$ cat config.mk
export PLATFORM = sky130hd
export DESIGN_NAME = mmio_uart_tx
export DESIGN_NICKNAME = d
export VERILOG_FILES = /design/src/rtl/cpu_types.sv /design/src/rtl/sync_fifo.sv /design/src/rtl/mmio_uart_tx.sv
export SDC_FILE = /design/constraint.sdc
export NUM_CORES = 1
export LEC_CHECK = 0
export CAP_MARGIN = 15
export CORE_ASPECT_RATIO = 1.4
export CORE_MARGIN = 2
export CORE_UTILIZATION = 50
export DETAILED_ROUTE_END_ITERATION = 10
export HOLD_SLACK_MARGIN = 0.03
export PLACE_DENSITY_LB_ADDON = 0.25
export SLEW_MARGIN = 20
export SYNTH_ARGS = -nofsm -noshare
export SYNTH_HDL_FRONTEND = slang
export SYNTH_HIERARCHICAL = 1
export SYNTH_SLANG_ARGS = --single-unit
$ cat constraint.sdc
create_clock -name clk -period 8.2 [get_ports clk]
set_clock_uncertainty 0.15 [all_clocks]
set_input_delay 0.82 -clock clk [delete_from_list [all_inputs] [get_ports clk]]
set_output_delay 0.82 -clock clk [all_outputs]
set_load 0.02 [all_outputs]
$ cat src/rtl/cpu_types.sv
// rtl/cpu_types.sv - shared CPU-side types and constants for the UART transmitter
package cpu_types;

  // Transmitter FSM states; PARITY is only reachable with MMIO_UART_PARITY_EN
  typedef enum logic [2:0] {
    IDLE   = 3'd0,
    START  = 3'd1,
    DATA   = 3'd2,
    PARITY = 3'd3,
    STOP   = 3'd4
  } uart_state_t;

  // Register offsets inside the UART window
  localparam logic [31:0] UART_TXDATA_OFF = 32'h0;
  localparam logic [31:0] UART_STATUS_OFF = 32'h4;
  localparam logic [31:0] UART_BAUD_OFF   = 32'h8;

  // STATUS bit positions
  localparam int ST_FULL_BIT      = 0;
  localparam int ST_EMPTY_BIT     = 1;
  localparam int ST_BUSY_BIT      = 2;
  localparam int ST_OVERFLOW_BIT  = 3;
  localparam int ST_PARITY_BIT    = 4;
  localparam int ST_COUNT_LSB     = 8;

  // Even parity over a data byte: the bit that makes the total count of ones even
  function automatic logic even_parity(input logic [7:0] b);
    return ^b;
  endfunction

endpackage

$ cat src/rtl/sync_fifo.sv
// rtl/sync_fifo.sv - single-clock FIFO with occupancy count, shared by TX and a future RX path
module sync_fifo #(
  parameter int WIDTH = 8,
  parameter int DEPTH = 8
) (
  input  logic                       clk,
  input  logic                       rst_n,
  input  logic                       push,
  input  logic [WIDTH-1:0]           push_data,
  input  logic                       pop,
  output logic [WIDTH-1:0]           pop_data,
  output logic                       full,
  output logic                       empty,
  output logic [$clog2(DEPTH):0]     count
);

  localparam int AW = $clog2(DEPTH);

  logic [WIDTH-1:0] mem_q [DEPTH];
  logic [AW-1:0]    wr_ptr_q, wr_ptr_d;
  logic [AW-1:0]    rd_ptr_q, rd_ptr_d;
  logic [AW:0]      count_q, count_d;
  logic             wr_en, rd_en;

  assign full     = (count_q == (AW+1)'(DEPTH));
  assign empty    = (count_q == '0);
  assign count    = count_q;
  assign pop_data = mem_q[rd_ptr_q];

  // A pop in the same cycle frees the slot a push into a full FIFO needs
  assign rd_en = pop & ~empty;
  assign wr_en = push & (~full | rd_en);

  // Pointer and count next-state; pointers wrap naturally at DEPTH
  always_comb begin
    wr_ptr_d = wr_ptr_q;
    rd_ptr_d = rd_ptr_q;
    count_d  = count_q;
    if (wr_en) wr_ptr_d = wr_ptr_q + AW'(1);
    if (rd_en) rd_ptr_d = rd_ptr_q + AW'(1);
    case ({wr_en, rd_en})
      2'b10:   count_d = count_q + (AW+1)'(1);
      2'b01:   count_d = count_q - (AW+1)'(1);
      default: count_d = count_q;
    endcase
  end

  // Pointer and count registers
  always_ff @(posedge clk or negedge rst_n) begin
    if (!rst_n) begin
      wr_ptr_q <= '0;
      rd_ptr_q <= '0;
      count_q  <= '0;
    end else begin
      wr_ptr_q <= wr_ptr_d;
      rd_ptr_q <= rd_ptr_d;
      count_q  <= count_d;
    end
  end

  // Storage array; contents are don't-care until written
  always_ff @(posedge clk) begin
    if (wr_en) mem_q[wr_ptr_q] <= push_data;
  end

endmodule

$ cat src/rtl/mmio_uart_tx.sv
// rtl/mmio_uart_tx.sv - memory-mapped 8N1 UART transmitter; MMIO_UART_PARITY_EN adds an even-parity bit
module mmio_uart_tx
  import cpu_types::*;
#(
  parameter logic [31:0] BASE_ADDR   = 32'h0000_1000,
  parameter int          FIFO_DEPTH  = 8,
  parameter logic [15:0] DEFAULT_DIV = 16'd868
) (
  input  logic        clk,
  input  logic        rst_n,
  input  logic [31:0] a,
  input  logic        we,
  input  logic [3:0]  write_byte_enable,
  input  logic [31:0] wd,
  output logic [31:0] rd,
  output logic        tx,
  output logic        irq_empty
);

  localparam int CW = $clog2(FIFO_DEPTH) + 1;

`ifdef MMIO_UART_PARITY_EN
  localparam logic PARITY_EN = 1'b1;
`else
  localparam logic PARITY_EN = 1'b0;
`endif

  logic [29:0]   off_word;
  logic          hit_txdata, hit_status, hit_baud;
  logic          push_req, ovf_set, ovf_clr;
  logic          fifo_pop, fifo_full, fifo_empty;
  logic [CW-1:0] fifo_count;
  logic [7:0]    fifo_rdata;
  logic          busy;

  uart_state_t   state_q, state_d;
  logic [15:0]   cnt_q, cnt_d;
  logic [2:0]    bit_q, bit_d;
  logic [7:0]    shift_q, shift_d;
  logic [15:0]   baud_q, baud_d;
  logic [15:0]   baud_wr_val;
  logic          ovf_q, ovf_d;
`ifdef MMIO_UART_PARITY_EN
  logic          par_q, par_d;
`endif

  logic unused_bits;
  assign unused_bits = ^{wd[31:16], write_byte_enable[3:2]};

  // Word decode; the byte offset within a word is ignored
  assign off_word   = 30'((a - BASE_ADDR) >> 2);
  assign hit_txdata = (off_word == 30'(UART_TXDATA_OFF >> 2));
  assign hit_status = (off_word == 30'(UART_STATUS_OFF >> 2));
  assign hit_baud   = (off_word == 30'(UART_BAUD_OFF >> 2));

  assign push_req  = we & hit_txdata & write_byte_enable[0];
  assign fifo_pop  = (state_q == IDLE) & ~fifo_empty;
  assign ovf_set   = push_req & fifo_full & ~fifo_pop;
  assign ovf_clr   = we & hit_status & write_byte_enable[0] & wd[ST_OVERFLOW_BIT];
  assign busy      = (state_q != IDLE);
  assign irq_empty = fifo_empty & ~busy;

  sync_fifo #(
    .WIDTH (8),
    .DEPTH (FIFO_DEPTH)
  ) u_fifo (
    .clk       (clk),
    .rst_n     (rst_n),
    .push      (push_req),
    .push_data (wd[7:0]),
    .pop       (fifo_pop),
    .pop_data  (fifo_rdata),
    .full      (fifo_full),
    .empty     (fifo_empty),
    .count     (fifo_count)
  );

  // Register writes: per-lane divisor update (zero stored as 1) and sticky overflow
  always_comb begin
    baud_wr_val = baud_q;
    if (write_byte_enable[0]) baud_wr_val[7:0]  = wd[7:0];
    if (write_byte_enable[1]) baud_wr_val[15:8] = wd[15:8];
    baud_d = baud_q;
    if (we && hit_baud) baud_d = (baud_wr_val == 16'd0) ? 16'd1 : baud_wr_val;
    ovf_d = (ovf_q & ~ovf_clr) | ovf_set;
  end

  // Frame sequencer: every bit boundary reloads the counter from the current divisor
  always_comb begin
    state_d = state_q;
    cnt_d   = cnt_q;
    bit_d   = bit_q;
    shift_d = shift_q;
`ifdef MMIO_UART_PARITY_EN
    par_d   = par_q;
`endif
    case (state_q)
      IDLE: begin
        if (!fifo_empty) begin
          shift_d = fifo_rdata;
          cnt_d   = baud_q;
          bit_d   = 3'd0;
`ifdef MMIO_UART_PARITY_EN
          par_d   = even_parity(fifo_rdata);
`endif
          state_d = START;
        end
      end
      START: begin
        if (cnt_q == 16'd1) begin
          cnt_d   = baud_q;
          state_d = DATA;
        end else begin
          cnt_d = cnt_q - 16'd1;
        end
      end
      DATA: begin
        if (cnt_q == 16'd1) begin
          cnt_d   = baud_q;
          shift_d = {1'b0, shift_q[7:1]};
          if (bit_q == 3'd7) begin
`ifdef MMIO_UART_PARITY_EN
            state_d = PARITY;
`else
            state_d = STOP;
`endif
          end else begin
            bit_d = bit_q + 3'd1;
          end
        end else begin
          cnt_d = cnt_q - 16'd1;
        end
      end
`ifdef MMIO_UART_PARITY_EN
      PARITY: begin
        if (cnt_q == 16'd1) begin
          cnt_d   = baud_q;
          state_d = STOP;
        end else begin
          cnt_d = cnt_q - 16'd1;
        end
      end
`endif
      STOP: begin
        if (cnt_q == 16'd1) begin
          cnt_d   = baud_q;
          state_d = IDLE;
        end else begin
          cnt_d = cnt_q - 16'd1;
        end
      end
      default: state_d = IDLE;
    endcase
  end

  // Line driver decoded from state so reset forces idle-high immediately
  always_comb begin
    tx = 1'b1;
    case (state_q)
      START:   tx = 1'b0;
      DATA:    tx = shift_q[0];
`ifdef MMIO_UART_PARITY_EN
      PARITY:  tx = par_q;
`endif
      default: tx = 1'b1;
    endcase
  end

  // Read mux, combinational from the address
  always_comb begin
    rd = 32'h0;
    if (hit_status) begin
      rd[ST_FULL_BIT]                  = fifo_full;
      rd[ST_EMPTY_BIT]                 = fifo_empty;
      rd[ST_BUSY_BIT]                  = busy;
      rd[ST_OVERFLOW_BIT]              = ovf_q;
      rd[ST_PARITY_BIT]                = PARITY_EN;
      rd[ST_COUNT_LSB+7:ST_COUNT_LSB]  = 8'(fifo_count);
    end else if (hit_baud) begin
      rd[15:0] = baud_q;
    end
  end

  // State, datapath and register flops
  always_ff @(posedge clk or negedge rst_n) begin
    if (!rst_n) begin
      state_q <= IDLE;
      cnt_q   <= DEFAULT_DIV;
      bit_q   <= 3'd0;
      shift_q <= 8'h00;
      baud_q  <= DEFAULT_DIV;
      ovf_q   <= 1'b0;
`ifdef MMIO_UART_PARITY_EN
      par_q   <= 1'b0;
`endif
    end else begin
      state_q <= state_d;
      cnt_q   <= cnt_d;
      bit_q   <= bit_d;
      shift_q <= shift_d;
      baud_q  <= baud_d;
      ovf_q   <= ovf_d;
`ifdef MMIO_UART_PARITY_EN
      par_q   <= par_d;
`endif
    end
  end

endmodule
==> results of run 1 <==
[how the worst max path moves through the flow]
stage / end / slack [ps]
2_1_floorplan: u_fifo/count[3] / 4290
3_3_place_gp: u_fifo/count[3] / 3630
3_5_place_dp: u_fifo/count[3] / 3560
4_1_cts: rd[7] / 3620
5_1_grt: rd[4] / 3440
6_report: rd[7] / 3630
[cell type report]
cell class	count	area, sq um
multi-input combinational	344	2630
clock buffer	19	453
fill	980	4660
sequential	121	3360
timing repair buffer	76	736
tap	150	188
inverter	18	67.6
clock inverter	13	165
[cell usage after synthesis, types with 5 or more instances]
| cell type | instances | area [sq um] |
|---|---|---|
| nand3b_1 | 5 | 37.5 |
| nor3_1 | 28 | 140 |
| dfstp_2 | 10 | 263 |
| edfxtp_1 | 64 | 1920 |
| a21oi_1 | 25 | 125 |
| buf_2 | 5 | 25.0 |
| xnor2_1 | 5 | 43.8 |
| and2_1 | 9 | 56.3 |
| o22ai_1 | 5 | 31.3 |
| or3_1 | 11 | 68.8 |
| nand2b_1 | 7 | 43.8 |
| mux2_2 | 25 | 282 |
| mux4_2 | 10 | 225 |
| mux4_1 | 6 | 158 |
| nor4_1 | 13 | 81.3 |
| nand3_1 | 9 | 45.0 |
| o21ai_0 | 18 | 90.1 |
| inv_1 | 18 | 67.6 |
| dfrtp_1 | 47 | 1180 |
| ha_1 | 8 | 100 |
| mux2i_1 | 16 | 160 |
| nor2_1 | 25 | 93.8 |
| a22oi_1 | 9 | 67.6 |
| or2_2 | 5 | 31.3 |
| nand2_1 | 27 | 101 |
| clkbuf_1 | 15 | 56.3 |
| buf_4 | 16 | 120 |
[state kept, by name (all words and copies together), names as in the netlist]
name             count
u_fifo/mem_q        64
baud_q              16
cnt_q               16
shift_q              8
u_fifo/count         4
bit_q                3
state_q              3
u_fifo/rd_ptr_q      3
u_fifo/wr_ptr_q      3
ovf_q                1
[per-layer routing]
metal  global-route usage  up-vias  routed length [microns]
met5                    0        -                        0
met4               0.0898        0                      396
met3               0.0545       26                      644
met2                0.409      135                     7570
met1                0.247     2141                     5420
li1                     -     2040                        -
[cell families (layout without fill, tap and decap cells)]
family	Yosys count	after routing	synth area share
AOI/OAI and AO/OA	87	87	0.0917
adders and majority gates	9	9	0.0193
xor gates and xnor gates	8	8	0.0112
muxes	58	58	0.135
and+or+nand+nor	166	166	0.154
other	1	16	0.000601
DFF	121	121	0.539
buffers and inverters	59	126	0.0498
[worst max-delay path, cell delays in order]
cell and delay, ps:
clkdlybuf4s50_1 400, nor3_1 370, nand3_1 210, nor4_1 340
buf_4 230, nor2b_1 400, and2_1 210, clkdlybuf4s50_1 610
[cell usage in the layout (no fill, tap or decap), types with 5 or more instances in the layout]
master and n:
nor3_1 28, nand3b_1 5, mux4_1 6, o22ai_1 5, inv_1 18, buf_4 8, edfxtp_1 64, or2_2 5
dfrtp_1 47, mux4_2 10, nand3_1 9, or3_1 11, and2_1 9, nand2_1 27, a21oi_1 25, dfstp_2 10
nand2b_1 7, nor4_1 13, o21ai_0 18, xnor2_1 5, clkbuf_16 17, mux2_2 25, clkdlybuf4s50_1 67, ha_1 8
nor2_1 24, a22oi_1 9, conb_1 16, mux2i_1 16
[power by group through the flow]
stage / sequential [mW] / clock [mW] / combinational, mW
after CTS: 0.642 / 0.776 / 0.0503
after global routing: 0.641 / 0.799 / 0.0548
after global placement: 0.653 / 0 / 0.0490
after detailed placement: 0.653 / 0 / 0.0502
final: 0.642 / 0.767 / 0.0498
after floorplan: 0.653 / 0 / 0.0181
[per-stage QoR]
step            util  instances  power (mW)  hold WS [ps]  area, sq um
2_1_floorplan      -        524       0.671           300         6290
3_3_place_gp   0.569        709       0.702           312         6970
3_5_place_dp   0.569        709       0.703           322         6970
4_1_cts        0.619        741        1.47           335         7590
5_1_grt        0.620        741        1.50           360         7600
6_report       0.620        741        1.46           334         7600
==> results.toml, run 1 <==
[sta]
fmax_mhz = 219
worstMarginPinSlew_ps = 985
hold_viol_final = 0
finalSetupTns_ps = 0
max_slew_margin = 0.343
setup_violations = 0
fin_crit_sh = 0.557
slew_viol_final = 0
fin_crit_ps = 4570
rsz0062_at_grt = "false"
setup_slack_ps = 3630

[floorplanning]
initial_core_util = 0.509
chipWidth_microns = 98.4
die-area_sq_um = 13400
core_area_sq_um = 12300
placementRows = 48
fp.dieH_microns = 136
ios = 105

[setup_path]
critPathMaxFanout = 11
crit_required_ps = 7230
rr_worst_depth = 13
startpoint_type = "input pin"
critPathLaunch = "a[16]"
r2r-end = "u_fifo/count[3]"
cp-end-kind = "primary output"
reg2reg_from = "u_fifo/count[0]"
arrival_ps = 3600
reg2reg_slack_ps = 4450
path_class = "in2out"

[route]
avgViaCountPerCell = 5.86
vias = 4342
final_antenna_net_count = 0
wirelength_microns = 14000
firstDrtPassIters = 4
drt_iter0_markers = 206
drc_errors = 0
wire_per_inst_microns = 18.9

[grt]
grt_pass1_vias = 4501
overflow = 0
grt_max_degree = 58
track_usage = 0.223
grt_antenna_before_repair = 0
grt_pass1_wl_microns = 22700

[placement]
dp_hpwl_microns = 9850
port_buffers = 68
globalplace.congestion = 0.840
dp_slack_ps = 3560

[logic_synthesis]
synth-seq-cells = 121
syn_area_per_cell_sq_um = 12.2
synth-edff-count = 64
synth.distinct_cells = 67
synth_flop_cell = "edfxtp_1"
syn_inst = 509
seq_area_frac_synth = 0.539
ys_warn_count = 6
synth_area_sq_um = 6230
synth_async_sr_flop_share = 0.471

[clock_network]
cts_max_level = 4
hold_buffers = 0
path_clk_slew_ps = 50
insertion_delay_ps = 410
numCtsBuffers = 17
numClockSinks = 121
cts-root-buf = "clkbuf_16"
postCtsSetupBuffers = 0
tritoncts = "yes"
clockBufferDepth = 2
ctsResizeCount = 0

[power_and_ir_drop]
pwr-share-comb = 0.034
p_sw_uw = 297
sw_frac_of_total = 0.204
p_int_mw = 1.16
p_leak_nw = 2.90
ir_drop_uv = 165
p_per_area_nw_per_um2 = 192
power_frac_clock = 0.526
p_seq_frac = 0.440

[min_path]
min_from = "shift_q[1]"
hold_depth = 2
min_to = "shift_q[1]"
hp-class = "reg2reg"

[finish]
syn2layout_area_growth_pct = 21.8
drive_above_1_share = 0.188
final_nets = 658
n_antenna_cell = 0

[run_status]
outcome = "finished, final reports clean"

[flow_run]
cap_violations = 0
No activity file was read; power rests on OpenSTA's default activity.
==> run 2: changes to the inputs <==
clock period = 4.8 ns   (was 8.2 ns; I/O delays follow)
==> results.toml, run 2 (same netlist as run 1, synthesis figures left out) <==
[clock_network]
numClockSinks = 121
postCtsSetupBuffers = 0
path_clk_slew_ps = 50
tritoncts = "yes"
clockBufferDepth = 2
numCtsBuffers = 17
cts_max_level = 4
cts-root-buf = "clkbuf_16"
ctsResizeCount = 0
hold_buffers = 0
insertion_delay_ps = 410

[grt]
overflow = 0
grt_max_degree = 58
grt_antenna_before_repair = 0
grt_pass1_wl_microns = 22400
grt_pass1_vias = 4433
track_usage = 0.218

[sta]
setup_violations = 0
whs_ps = 49.4
finalSetupTns_ps = 0
slew_viol_final = 0
max_slew_margin = 0.306
hold_viol_final = 0
fin_crit_sh = 0.815
worstMarginPinSlew_ps = 1040
rsz0062_at_grt = "false"
fin_crit_ps = 3910
fmax_mhz = 256

[setup_path]
critPathMaxFanout = 11
path_class = "in2out"
crit_required_ps = 4170
cp-end-kind = "primary output"
reg2reg_from = "state_q[1]"
r2r-end = "u_fifo/count[3]"
arrival_ps = 3280
rr_worst_depth = 11
startpoint_type = "input pin"
reg2reg_slack_ps = 1180

[floorplanning]
fp.dieH_microns = 136
initial_core_util = 0.509
chipWidth_microns = 98.4
placementRows = 48
ios = 105
core_area_sq_um = 12300
die-area_sq_um = 13400

[run_status]
outcome = "finished, final reports clean"

[power_and_ir_drop]
p_leak_nw = 2.89
ir_drop_uv = 298
p_per_area_nw_per_um2 = 308

[placement]
port_buffers = 68
dp_hpwl_microns = 9870
globalplace.congestion = 0.836

[route]
drc_errors = 0
firstDrtPassIters = 5
avgViaCountPerCell = 5.91
wirelength_microns = 13900
final_antenna_net_count = 0
vias = 4402
wire_per_inst_microns = 18.7
drt_iter0_markers = 199

[finish]
largest_register = "u_fifo/mem_q"
largest_reg_flops = 64
biggestRegsByFlops = "u_fifo/mem_q: 64 flops, baud_q: 16 flops, cnt_q: 16 flops"
syn2layout_area_growth_pct = 21.0
n_antenna_cell = 0
drive_above_1_share = 0.190
fill_cells = 993
layout_commonest_cell = "clkdlybuf4s50_1"
layout_common_cells = "clkdlybuf4s50_1, edfxtp_1, dfrtp_1"
final_nets = 662
regArea_sq_um = 3360
multiInputGateArea_sq_um = 2630

[flow_run]
cap_violations = 0

[min_path]
hp-class = "in2async"
## run 2: changes by cell type in the layout (fill, tap and decap cells not counted), sizes merged
cell / before / now
clkinv: 4 / 9
buf: 9 / 13
bufinv: 3 / 1
inv: 21 / 19
clkbuf: 19 / 18
## run 2: metal layers
layer	vias up	wire length, microns	part of all wire	GRT usage
met5	-	0	0	0
met4	0	396	0.028	0.106
met3	32	759	0.055	0.0488
met2	152	7550	0.54	0.391
met1	2184	5190	0.37	0.244
li1	2034	-	-	-
## run 2: power breakdown
part	internal (mW)	leakage, nW	total (mW)	switching [mW]
clock network	0.701	0.260	1.14	0.443
logic	0.0412	1.38	0.0853	0.0441
registers	1.10	1.25	1.10	0.000000325
## run 2: worst max-delay path, cell delays in order
cell	delay [ps]
clkdlybuf4s50_1	410
nor3_1	420
nand3_1	220
nor4_1	330
buf_4	220
nor2b_1	390
and2_1	210
clkdlybuf4s50_1	600
## run 2: per-stage QoR
| stage | total power [mW] | setup WS, ps | std cells | utilization | instance area (sq um) |
|---|---|---|---|---|---|
| 3_5_place_dp | 1.20 | 655 | 713 | 0.571 | 7000 |
| 6_report | 2.33 | 889 | 745 | 0.616 | 7540 |
| 3_3_place_gp | 1.20 | 753 | 713 | 0.571 | 7000 |
| 5_1_grt | 2.39 | 704 | 745 | 0.616 | 7540 |
| 2_1_floorplan | 1.15 | 1230 | 524 | - | 6290 |
| 4_1_cts | 2.34 | 845 | 745 | 0.615 | 7540 |
## run 2: how the worst max path moves through the flow
| stage | cells after the start | startpoint | end |
|---|---|---|---|
| CTS | 8 | a[16] | rd[15] |
| global route | 7 | a[16] | rd[3] |
| detailed placement | 13 | a[16] | u_fifo/count[3] |
| finish | 8 | a[16] | rd[6] |
| global placement | 13 | a[12] | u_fifo/count[3] |
| floorplan | 12 | a[6] | u_fifo/count[3] |
## run 2: layout make-up
cell class,count,share of cell area
flip-flops and latches,121,0.445
multi-input cells,344,0.348
repair buffers,80,0.101
clock buffers,18,0.0569
well taps,150,0.0249
clock inverters,14,0.0143
inverters,18,0.00896
==> run 3: changes to the inputs <==
CORE_UTILIZATION = 48   (was 50)
clock period = 3.39 ns   (was 4.8 ns; I/O delays follow)
==> results.toml, run 3 (same netlist as run 1, synthesis figures left out) <==
[power_and_ir_drop]
p_leak_nw = 3.17
p_per_area_nw_per_um2 = 429
p_sw_uw = 734
p_seq_frac = 0.462
pwr-share-comb = 0.038
ir_drop_uv = 336
sw_frac_of_total = 0.218
power_frac_clock = 0.500
p_int_mw = 2.63

[setup_path]
reg2reg_slack_ps = 420
rr_worst_depth = 13
crit_chain = "clkdlybuf4s50_1 > or4b_4 > buf_4 > nor4_1 > buf_4 > a22oi_1 > nor2_1 > clkdlybuf4s50_1"
crit_required_ps = 2900
r2r-end = "u_fifo/count[3]"
crit_slowest_cell = "clkdlybuf4s50_1"
cp-end-kind = "primary output"
path_buf_inv = 4
slowest_delay_ps = 620
arrival_ps = 2800
reg2reg_from = "u_fifo/count[0]"
critPathMaxFanout = 10
path_class = "in2out"
crit_family = "buffers and inverters"
startpoint_type = "input pin"

[floorplanning]
initial_core_util = 0.489
core_area_sq_um = 12800
die-area_sq_um = 13900
placementRows = 49
chipWidth_microns = 100
fp.dieH_microns = 139
ios = 105

[min_path]
hp-class = "in2async"

[sta]
max_slew_margin = 0.428
fin_crit_ps = 3290
rsz0062_at_grt = "false"
fin_crit_sh = 0.971
slew_viol_final = 0
hold_viol_final = 0
whs_ps = 313
worstMarginPinSlew_ps = 855
setup_violations = 0
fmax_mhz = 304
setup_slack_ps = 99.1

[finish]
biggestRegsByFlops = "u_fifo/mem_q: 64 flops, baud_q: 16 flops, cnt_q: 16 flops"
layout_common_cells = "edfxtp_1, clkdlybuf4s50_1, buf_4"
final_nets = 698
n_antenna_cell = 0
utilization = 0.615
syn2layout_area_growth_pct = 25.8
largest_reg_flops = 64
layout_commonest_cell = "edfxtp_1"
drive_above_1_share = 0.238
fill_cells = 1009
largest_register = "u_fifo/mem_q"

[grt]
track_usage = 0.221
overflow = 0
grt_pass1_wl_microns = 23500
grt_pass1_vias = 4651
grt_max_degree = 47
grt_antenna_before_repair = 0

[route]
vias = 4551
wirelength_microns = 14500
drt_iter0_markers = 323
final_antenna_net_count = 0
drc_errors = 0
firstDrtPassIters = 5
wire_per_inst_microns = 18.5
avgViaCountPerCell = 5.80

[clock_network]
cts_max_level = 4
numCtsBuffers = 17
path_clk_slew_ps = 60
insertion_delay_ps = 410
tritoncts = "yes"
cts-root-buf = "clkbuf_16"
clockBufferDepth = 2
numClockSinks = 121

[run_status]
outcome = "finished, final reports clean"

[placement]
port_buffers = 68
dp_slack_ps = -294
globalplace.congestion = 0.931
dp_hpwl_microns = 10300

[flow_run]
cap_violations = 0
## run 3: through the flow
step / power, mW / std cells / cell area, sq um / setup TNS (ps)
floorplan: 1.62 / 524 / 6290 / 0
global placement: 1.71 / 751 / 7270 / -2230
detailed placement: 1.71 / 751 / 7270 / -2130
CTS: 3.38 / 784 / 7820 / 0
global route: 3.46 / 784 / 7840 / 0
finish: 3.36 / 784 / 7840 / 0
## run 3: timing repair
item | CTS | global route
hold buffers | 1 | 0
setup endpoints to repair | 9 | 16
setup buffers | 0 | 0
endpoints found under the hold margin | 35 | 0
resized for setup | 9 | 6
## run 3: final cells by class
class                      count  area (sq um)  share of cell area
tap                          153           191              0.0244
timing repair buffer         116          1040               0.132
clock buffer                  19           433              0.0552
clock inverter                13           120              0.0153
multi-input combinational    344          2630               0.336
inverter                      18          67.6             0.00861
sequential                   121          3360               0.428
## run 3: worst max path at each step
stage	start	end	slack (ps)	depth (start not counted)
final	a[6]	rd[11]	100	8
after global routing	a[6]	rd[12]	6	9
after CTS	a[6]	rd[3]	30	8
after detailed placement	a[6]	u_fifo/count[3]	-290	12
after global placement	a[6]	u_fifo/count[3]	-230	12
after floorplan	a[6]	u_fifo/count[3]	10	12
## run 3: power by group through the flow
stage / Combinational (mW) / Clock (mW) / Sequential, mW
4_1_cts: 0.130 / 1.70 / 1.55
6_report: 0.129 / 1.68 / 1.55
5_1_grt: 0.141 / 1.77 / 1.55
3_5_place_dp: 0.129 / 0 / 1.58
2_1_floorplan: 0.0438 / 0 / 1.58
3_3_place_gp: 0.126 / 0 / 1.58
## run 3: per-layer routing
layer / GRT usage / routed length, microns
met1: 0.255 / 5660
met2: 0.389 / 7710
met3: 0.0565 / 732
met4: 0.0829 / 394
met5: 0 / 0
